File: config.mk
export PLATFORM = sky130hd
export DESIGN_NAME = load_store_unit
export DESIGN_NICKNAME = d
export VERILOG_FILES = /design/src/rtl/load_store_unit.sv
export SDC_FILE = /design/constraint.sdc
export NUM_CORES = 1
export LEC_CHECK = 0
export ABC_AREA = 0
export BUFFER_PORTS_ARGS = -buffer_cell sky130_fd_sc_hd__buf_2
export CAP_MARGIN = 20
export CORE_MARGIN = 5
export CORE_UTILIZATION = 30
export CTS_CLUSTER_SIZE = 30
export DETAILED_ROUTE_END_ITERATION = 7
export PLACE_DENSITY = 0.7
export SLEW_MARGIN = 5
export SYNTH_ARGS = -nofsm -noshare
export SYNTH_HDL_FRONTEND = slang
export SYNTH_SLANG_ARGS = --single-unit
File: constraint.sdc
create_clock -name clk_i -period 1.9 [get_ports clk_i]
set_input_delay 0.285 -clock clk_i [delete_from_list [all_inputs] [get_ports clk_i]]
set_output_delay 0.285 -clock clk_i [all_outputs]
set_load 0.005 [all_outputs]
File: src/rtl/load_store_unit.sv
// Load/store unit: byte-enable and store-data alignment, load extraction, one-cycle bus stall.
// Optional misalignment trap enabled by defining LSU_MISALIGN_TRAP_EN.
module load_store_unit #(
    parameter int ADDR_W = 32,
    parameter int SIZE_W = 3
) (
    input  logic              clk_i,
    input  logic              rst_i,
    input  logic              lsu_req_i,
    input  logic              lsu_we_i,
    input  logic [SIZE_W-1:0] lsu_size_i,
    input  logic [ADDR_W-1:0] lsu_addr_i,
    input  logic [31:0]       lsu_data_i,
    output logic              lsu_stall_req_o,
    output logic [31:0]       lsu_data_o,
    output logic              lsu_misalign_o,
    input  logic [31:0]       data_rdata_i,
    output logic              data_req_o,
    output logic              data_we_o,
    output logic [3:0]        data_be_o,
    output logic [ADDR_W-1:0] data_addr_o,
    output logic [31:0]       data_wdata_o
);

    typedef enum logic {
        S_IDLE,
        S_WAIT
    } state_t;

    state_t            r_state;
    logic [1:0]        r_off;
    logic [SIZE_W-1:0] r_size;
    logic              r_we;
    logic [31:0]       r_data;

    logic        w_legal;
    logic        w_misalign;
    logic        w_idle_req;
    logic        w_start;
    logic [1:0]  w_kind;
    logic [3:0]  w_be;
    logic [31:0] w_wdata;
    logic [7:0]  w_byte;
    logic [15:0] w_half;
    logic [31:0] w_load;

    assign w_kind = lsu_size_i[1:0];

    always_comb begin
        w_legal = 1'b0;
        case (lsu_size_i)
            SIZE_W'(0), SIZE_W'(1), SIZE_W'(2),
            SIZE_W'(4), SIZE_W'(5): w_legal = 1'b1;
            default:                w_legal = 1'b0;
        endcase
    end

`ifdef LSU_MISALIGN_TRAP_EN
    assign w_misalign = w_legal &&
                        ((w_kind == 2'd1 && lsu_addr_i[0]) ||
                         (w_kind == 2'd2 && lsu_addr_i[1:0] != 2'b00));
`else
    assign w_misalign = 1'b0;
`endif

    assign w_idle_req = !rst_i && (r_state == S_IDLE) && lsu_req_i;
    assign w_start    = w_idle_req && w_legal && !w_misalign;

    always_comb begin
        w_be    = 4'b0000;
        w_wdata = lsu_data_i;
        case (w_kind)
            2'd0: begin
                w_be    = 4'b0001 << lsu_addr_i[1:0];
                w_wdata = {4{lsu_data_i[7:0]}};
            end
            2'd1: begin
                w_be    = lsu_addr_i[1] ? 4'b1100 : 4'b0011;
                w_wdata = {2{lsu_data_i[15:0]}};
            end
            default: begin
                w_be    = 4'b1111;
                w_wdata = lsu_data_i;
            end
        endcase
    end

    assign lsu_stall_req_o = w_start;
    assign lsu_misalign_o  = w_idle_req && w_misalign;
    assign data_req_o      = w_start;
    assign data_we_o       = w_start && lsu_we_i;
    assign data_be_o       = w_start ? w_be : 4'b0000;
    assign data_addr_o     = rst_i ? '0 : {lsu_addr_i[ADDR_W-1:2], 2'b00};
    assign data_wdata_o    = rst_i ? '0 : w_wdata;
    assign lsu_data_o      = r_data;

    // Extraction uses the offset/size captured when the request was issued.
    always_comb begin
        w_byte = data_rdata_i[{r_off, 3'b000} +: 8];
        w_half = r_off[1] ? data_rdata_i[31:16] : data_rdata_i[15:0];
        case (r_size)
            SIZE_W'(0): w_load = {{24{w_byte[7]}}, w_byte};
            SIZE_W'(4): w_load = {24'h0, w_byte};
            SIZE_W'(1): w_load = {{16{w_half[15]}}, w_half};
            SIZE_W'(5): w_load = {16'h0, w_half};
            default:    w_load = data_rdata_i;
        endcase
    end

    always_ff @(posedge clk_i or posedge rst_i) begin
        if (rst_i) begin
            r_state <= S_IDLE;
            r_off   <= 2'b00;
            r_size  <= '0;
            r_we    <= 1'b0;
            r_data  <= 32'h0;
        end else begin
            case (r_state)
                S_IDLE: begin
                    if (w_start) begin
                        r_off   <= lsu_addr_i[1:0];
                        r_size  <= lsu_size_i;
                        r_we    <= lsu_we_i;
                        r_state <= S_WAIT;
                    end
                end
                S_WAIT: begin
                    if (!r_we)
                        r_data <= w_load;
                    r_state <= S_IDLE;
                end
                default: r_state <= S_IDLE;
            endcase
        end
    end

endmodule

==> results of run 1 <==
[worst min-delay path, stage by stage]
cell      delay, ns
buf_2          0.08
a221oi_1       0.06
nor2_1         0.08
[stage by stage]
step | worst slack [ns] | utilization (%)
after CTS | 0.0208 | 43.7
after floorplan | 0.343 | -
after global placement | 0.287 | 42.4
after global routing | 0.0400 | 43.8
after detailed placement | 0.207 | 42.4
final | 0.132 | 43.8
[state kept, by name (all words and copies together) (netlist names)]
register,cells
r_we,1
r_off,2
r_state,1
r_size,3
lsu_data_o,32
[timing repair]
action	4_1_cts	5_1_grt
hold buffers	0	0
gates resized for setup	1	2
endpoints found under the setup margin	6	3
[power groups by stage]
stage               clock (mW)  combinational [mW]  sequential (mW)
global placement             0                1.33             1.29
floorplan                    0               0.716             1.30
detailed placement           0                1.35             1.31
finish                   0.697                1.34             1.29
global route             0.750                1.49             1.32
CTS                      0.714                1.36             1.29
[final timing paths]
check                                 from             end  slack (ns)
setup / recovery                   r_state    data_be_o[3]        0.13
hold / removal             data_rdata_i[0]   lsu_data_o[0]        0.25
setup reg to reg                  r_off[1]  lsu_data_o[12]        0.23
hold reg to reg              lsu_data_o[2]   lsu_data_o[2]        0.49
max in group asynchronous            rst_i  lsu_data_o[23]        1.22
min in group asynchronous            rst_i  lsu_data_o[10]        0.44
[per-layer routing]
metal  track usage (%)  vias up  share of wire [%]
li1                  -     1584                  -
met1              21.1     1429                 39
met2              31.2      179                 49
met3              6.07       23                9.7
met4              5.55        2                2.9
met5                 0        -              0.064
[placed cells by master (no fill, tap or decap)]
cell,count
nor2_1,51
mux2_2,4
a21o_4,1
and3_1,1
nand2b_1,10
clkinv_4,1
nor3b_4,1
nor3b_1,1
conb_1,3
mux2i_1,27
or3b_2,1
o21bai_1,2
nand3b_1,2
a21oi_1,84
buf_2,203
inv_1,13
o32ai_1,4
bufinv_16,1
buf_4,13
clkinv_2,1
o21ai_0,19
nand2_4,1
clkbuf_8,5
nand2_1,14
mux4_2,1
a21o_1,1
diode_2,1
dfrtp_1,39
a221oi_1,4
a211oi_4,1
nor2b_1,40
[cell type report]
class / instances / area share, %
Antenna cell: 1 / 0.0624
Sequential cell: 39 / 24.3
Timing Repair Buffer: 216 / 27.8
Multi-Input combinational cell: 273 / 40.3
Tap cell: 111 / 3.46
Clock buffer: 5 / 1.72
Clock inverter: 3 / 1.09
Inverter: 13 / 1.22
[cells by family (layout without fill, tap and decap cells)]
logic type      after synthesis  after routing  synth area share [%]
compound gates              116            116                  23.1
buf+inv                      47            237                  7.64
flops                        39             39                  35.1
mux                          32             32                  12.1
other cells                   1              4                 0.135
simple gates                122            122                  21.9
==> flow_summary.yaml, run 1 <==
floorplan:
  die_area_um2: 11300
  die_w_um: 106
  row_count: 35
  core_area_um2: 9150
  fp.dieH_um: 106
  start_util_pct: 30.4
  ios: 207
pwr:
  p_int_mw: 2.14
  irDropWorstVdd_mv: 0.313
  power.density_nw_per_um2: 830
  total_power_mw: 3.33
  p_clk_share_pct: 21.0
  power_leakage_nw: 2.17
  swShare_pct: 35.6
  p_switching_mw: 1.18
  p_comb_share_pct: 40.3
  power_frac_seq_pct: 38.8
place:
  place_area_um2: 3880
  dp_hpwl_um: 9040
  dp.cells: 652
  gp_congestion: 0.894
  numPortBuffers: 203
global_routing:
  grt_pass1_vias: 3151
  grt-ovfl-total: 0
  grt_util_all_layers_pct: 18.1
  antenna_found_initial: 2
  grt_max_degree: 64
  grt_pass1_wl_um: 16300
yosys:
  synthFlopType: "dfrtp_1"
  ys_top_cells_by_area: "dfrtp_1 35%, a21oi_1 15%, mux2i_1 9.7%"
  synthTopCellsByCount: "84 x a21oi_1, 51 x nor2_1, 40 x nor2b_1"
  synth_top_area_share_pct: 35.1
  syn_inst: 357
  synth_edf_count: 0
  post-synth-top-count-cell: "a21oi_1"
  async_flop_share_pct: 100
  synth-seq-cells: 39
  syn_area_per_cell_um2: 7.80
  yosysSeqAreaShare_pct: 35.1
  syn-cell-area_um2: 2780
  synth_top_cell_by_area: "dfrtp_1"
  yosys_warnings: 0
  synth_cell_types: 27
critical_path:
  start_kind: "flip-flop"
  critPathCaptureType: "primary output"
  required_ns: 1.62
  crit_slowest_cell: "dfrtp_1"
  crit_type: "flip-flop to primary output"
  worstRegToRegCells: 3
  path_depth: 4
  timing.critical_path.cells: "nor3b_4, nand2_4, a21oi_1, buf_2"
  cp_max_fo: 12
  max_stage_delay_ns: 0.42
  path_buf_inv: 1
  critPathTopFamily: "simple AND/OR/NAND/NOR gates"
  cp.arrival_ns: 1.48
clock_network:
  cts_tree: "yes"
  cts.root.buffer_cell: "clkbuf_8"
  clock_latency_ns: 0.30
  clk_path_buf_depth: 2
  cts_sinks: 39
  htree_levels: 2
  cts_inserted_buffers: 5
  clk_pin_slew_ns: 0.08
  post-cts-setup-buffer-count: 0
worst_hold_path:
  holdPathStages: 3
  hold_class: "input port to flip-flop"
status:
  outcome: "finished clean"
sta:
  fmax_mhz: 566
  fin_crit_sh_pct: 93.0
  hold_viol_final: 0
  slew_headroom_pct: 61.7
  drv_slew: 0
  whs_ns: 0.246
  post-route-min-period_ns: 1.77
  rsz0062_at_grt: "false"
  worst_slew_pin_slew_ns: 0.574
  finClkSkew_ns: 0.00879
  setup_tns_ns: 0
  setup_violations: 0
final_layout:
  fin_cells: 661
  drive_above_1_share_pct: 42.6
  finalNetCount: 651
  syn_to_final_growth_pct: 44.0
  multi_input_area_um2: 1620
  fillers: 942
  area.sequential_um2: 976
  fin_area_um2: 4010
detailed_routing:
  drt_iter0_markers: 152
  drcViolationCount: 0
  wirelength_um: 11000
  via_count: 3217
  drtPass1Iterations: 4
  drt-wirelength-per-cell_um: 16.7
  vias_per_cell: 4.87
  ant_nets: 0
job:
  max-cap-violations: 0
No activity file was read; power rests on OpenSTA's default activity.
==> inputs of run 2 (changes only) <==
- PLACE_DENSITY: 0.7 -> unset
- PLACE_DENSITY_LB_ADDON: unset -> 0.12
==> run 2 against run 1 <==
Compared with the run above:
- wire length fell by 1.6%
- total power decreased by 3.6%
- clock skew decreased by 0.0015 ns
- count of clock-buffer cells in the layout did not move
- fmax increased by 0.49%
- worst setup slack improved by 0.0087 ns
- clock power is 17% lower
- core utilization down 0.068 points
- largest cell class unchanged
- largest power group unchanged
==> flow_summary.yaml, run 2 (synthesis results as in run 1) <==
floorplan:
  start_util_pct: 30.4
  die_area_um2: 11300
  fp.dieH_um: 106
  core_area_um2: 9150
  ios: 207
  die_w_um: 106
  row_count: 35
critical_path:
  path_buf_inv: 1
  crit_type: "flip-flop to primary output"
  start_kind: "flip-flop"
  critPathCaptureType: "primary output"
  cp_max_fo: 12
  crit_slowest_cell: "dfrtp_1"
  critPathTopFamily: "simple AND/OR/NAND/NOR gates"
  timing.critical_path.cells: "nor3b_4, nand2_4, a21oi_1, buf_2"
  cp.arrival_ns: 1.47
  required_ns: 1.62
  max_stage_delay_ns: 0.43
clock_network:
  post-cts-setup-buffer-count: 0
  clock_latency_ns: 0.29
  cts.root.buffer_cell: "clkbuf_8"
  clk_path_buf_depth: 2
  htree_levels: 2
  cts_sinks: 39
  cts_tree: "yes"
  clk_pin_slew_ns: 0.09
  cts_inserted_buffers: 5
final_layout:
  finish.utilization_pct: 43.7
  finalNetCount: 652
  largest_reg_flops: 32
  layout_commonest_cell: "buf_2"
  fillers: 981
  diodes: 0
  final_cell_mix: "203 x buf_2, 84 x a21oi_1, 51 x nor2_1"
  fin_cells: 661
  syn_to_final_growth_pct: 43.8
  drive_above_1_share_pct: 42.7
  fin_area_um2: 4000
worst_hold_path:
  hold_class: "input port to flip-flop"
sta:
  setup_violations: 0
  rsz0062_at_grt: "false"
  worst_slew_pin_slew_ns: 0.586
  slew_headroom_pct: 60.9
  post-route-min-period_ns: 1.76
  whs_ns: 0.244
  fmax_mhz: 568
  finClkSkew_ns: 0.00727
  fin_crit_sh_pct: 92.6
  drv_slew: 0
  hold_viol_final: 0
  fin_ws_ns: 0.141
  setup_tns_ns: 0
pwr:
  power.density_nw_per_um2: 802
  total_power_mw: 3.21
  power_leakage_nw: 2.16
  irDropWorstVdd_mv: 0.292
place:
  dp.cells: 653
  numPortBuffers: 203
  place_area_um2: 3900
  dp_slack_ns: 0.186
  dp_hpwl_um: 8630
  gp_congestion: 0.842
detailed_routing:
  drt_iter0_markers: 118
  drcViolationCount: 0
  drtPass1Iterations: 4
  vias_per_cell: 4.85
  via_count: 3205
  ant_nets: 0
  wirelength_um: 10800
  drt-wirelength-per-cell_um: 16.4
global_routing:
  antenna_found_initial: 0
  grt_pass1_vias: 3150
  grt_util_all_layers_pct: 18.4
  grt_pass1_wl_um: 16600
  grt-ovfl-total: 0
  grt_max_degree: 64
job:
  max-cap-violations: 0
status:
  outcome: "finished clean"
==> run 2: final timing paths <==
kind,startpoint,end,slack (ns),depth (start not counted)
max,r_state,data_be_o[0],0.14,4
min,data_rdata_i[0],lsu_data_o[0],0.24,3
max reg2reg,r_off[1],lsu_data_o[30],0.28,5
min reg2reg,lsu_data_o[5],lsu_data_o[5],0.48,2
max in group asynchronous,rst_i,lsu_data_o[12],1.02,4
min in group asynchronous,rst_i,lsu_data_o[7],0.53,4
==> run 2: layout make-up <==
| cell class | instances | area [µm²] | share of cell area [%] |
|---|---|---|---|
| tap | 111 | 139 | 3.47 |
| sequential | 39 | 976 | 24.4 |
| clock buffer | 5 | 68.8 | 1.72 |
| timing repair buffer | 217 | 1130 | 28.3 |
| multi-input combinational | 273 | 1620 | 40.4 |
| clock inverter | 3 | 20.0 | 0.500 |
| inverter | 13 | 48.8 | 1.22 |
==> run 2: repair_timing <==
item                                    4_1_cts  5_1_grt
hold buffers                                  0        0
resized for setup                             1        2
endpoints found under the setup margin        6        6
==> run 2: report_power, final <==
| group | internal, mW | total [mW] | switching (mW) |
|---|---|---|---|
| registers | 1.11 | 1.27 | 0.163 |
| logic | 0.658 | 1.36 | 0.701 |
| clock network | 0.256 | 0.578 | 0.322 |
==> run 2: tightest hold or removal path, cell delays in order <==
cell      delay (ns)
buf_2           0.08
a221oi_1        0.07
nor2_1          0.08
==> run 2: layer usage <==
metal	up-vias	wire length (µm)	share of wire (%)	track usage, %
met5	-	0	0	0
met4	0	199	1.8	5.18
met3	13	914	8.4	5.65
met2	146	5370	50	32.0
met1	1458	4350	40	21.7
li1	1588	-	-	-
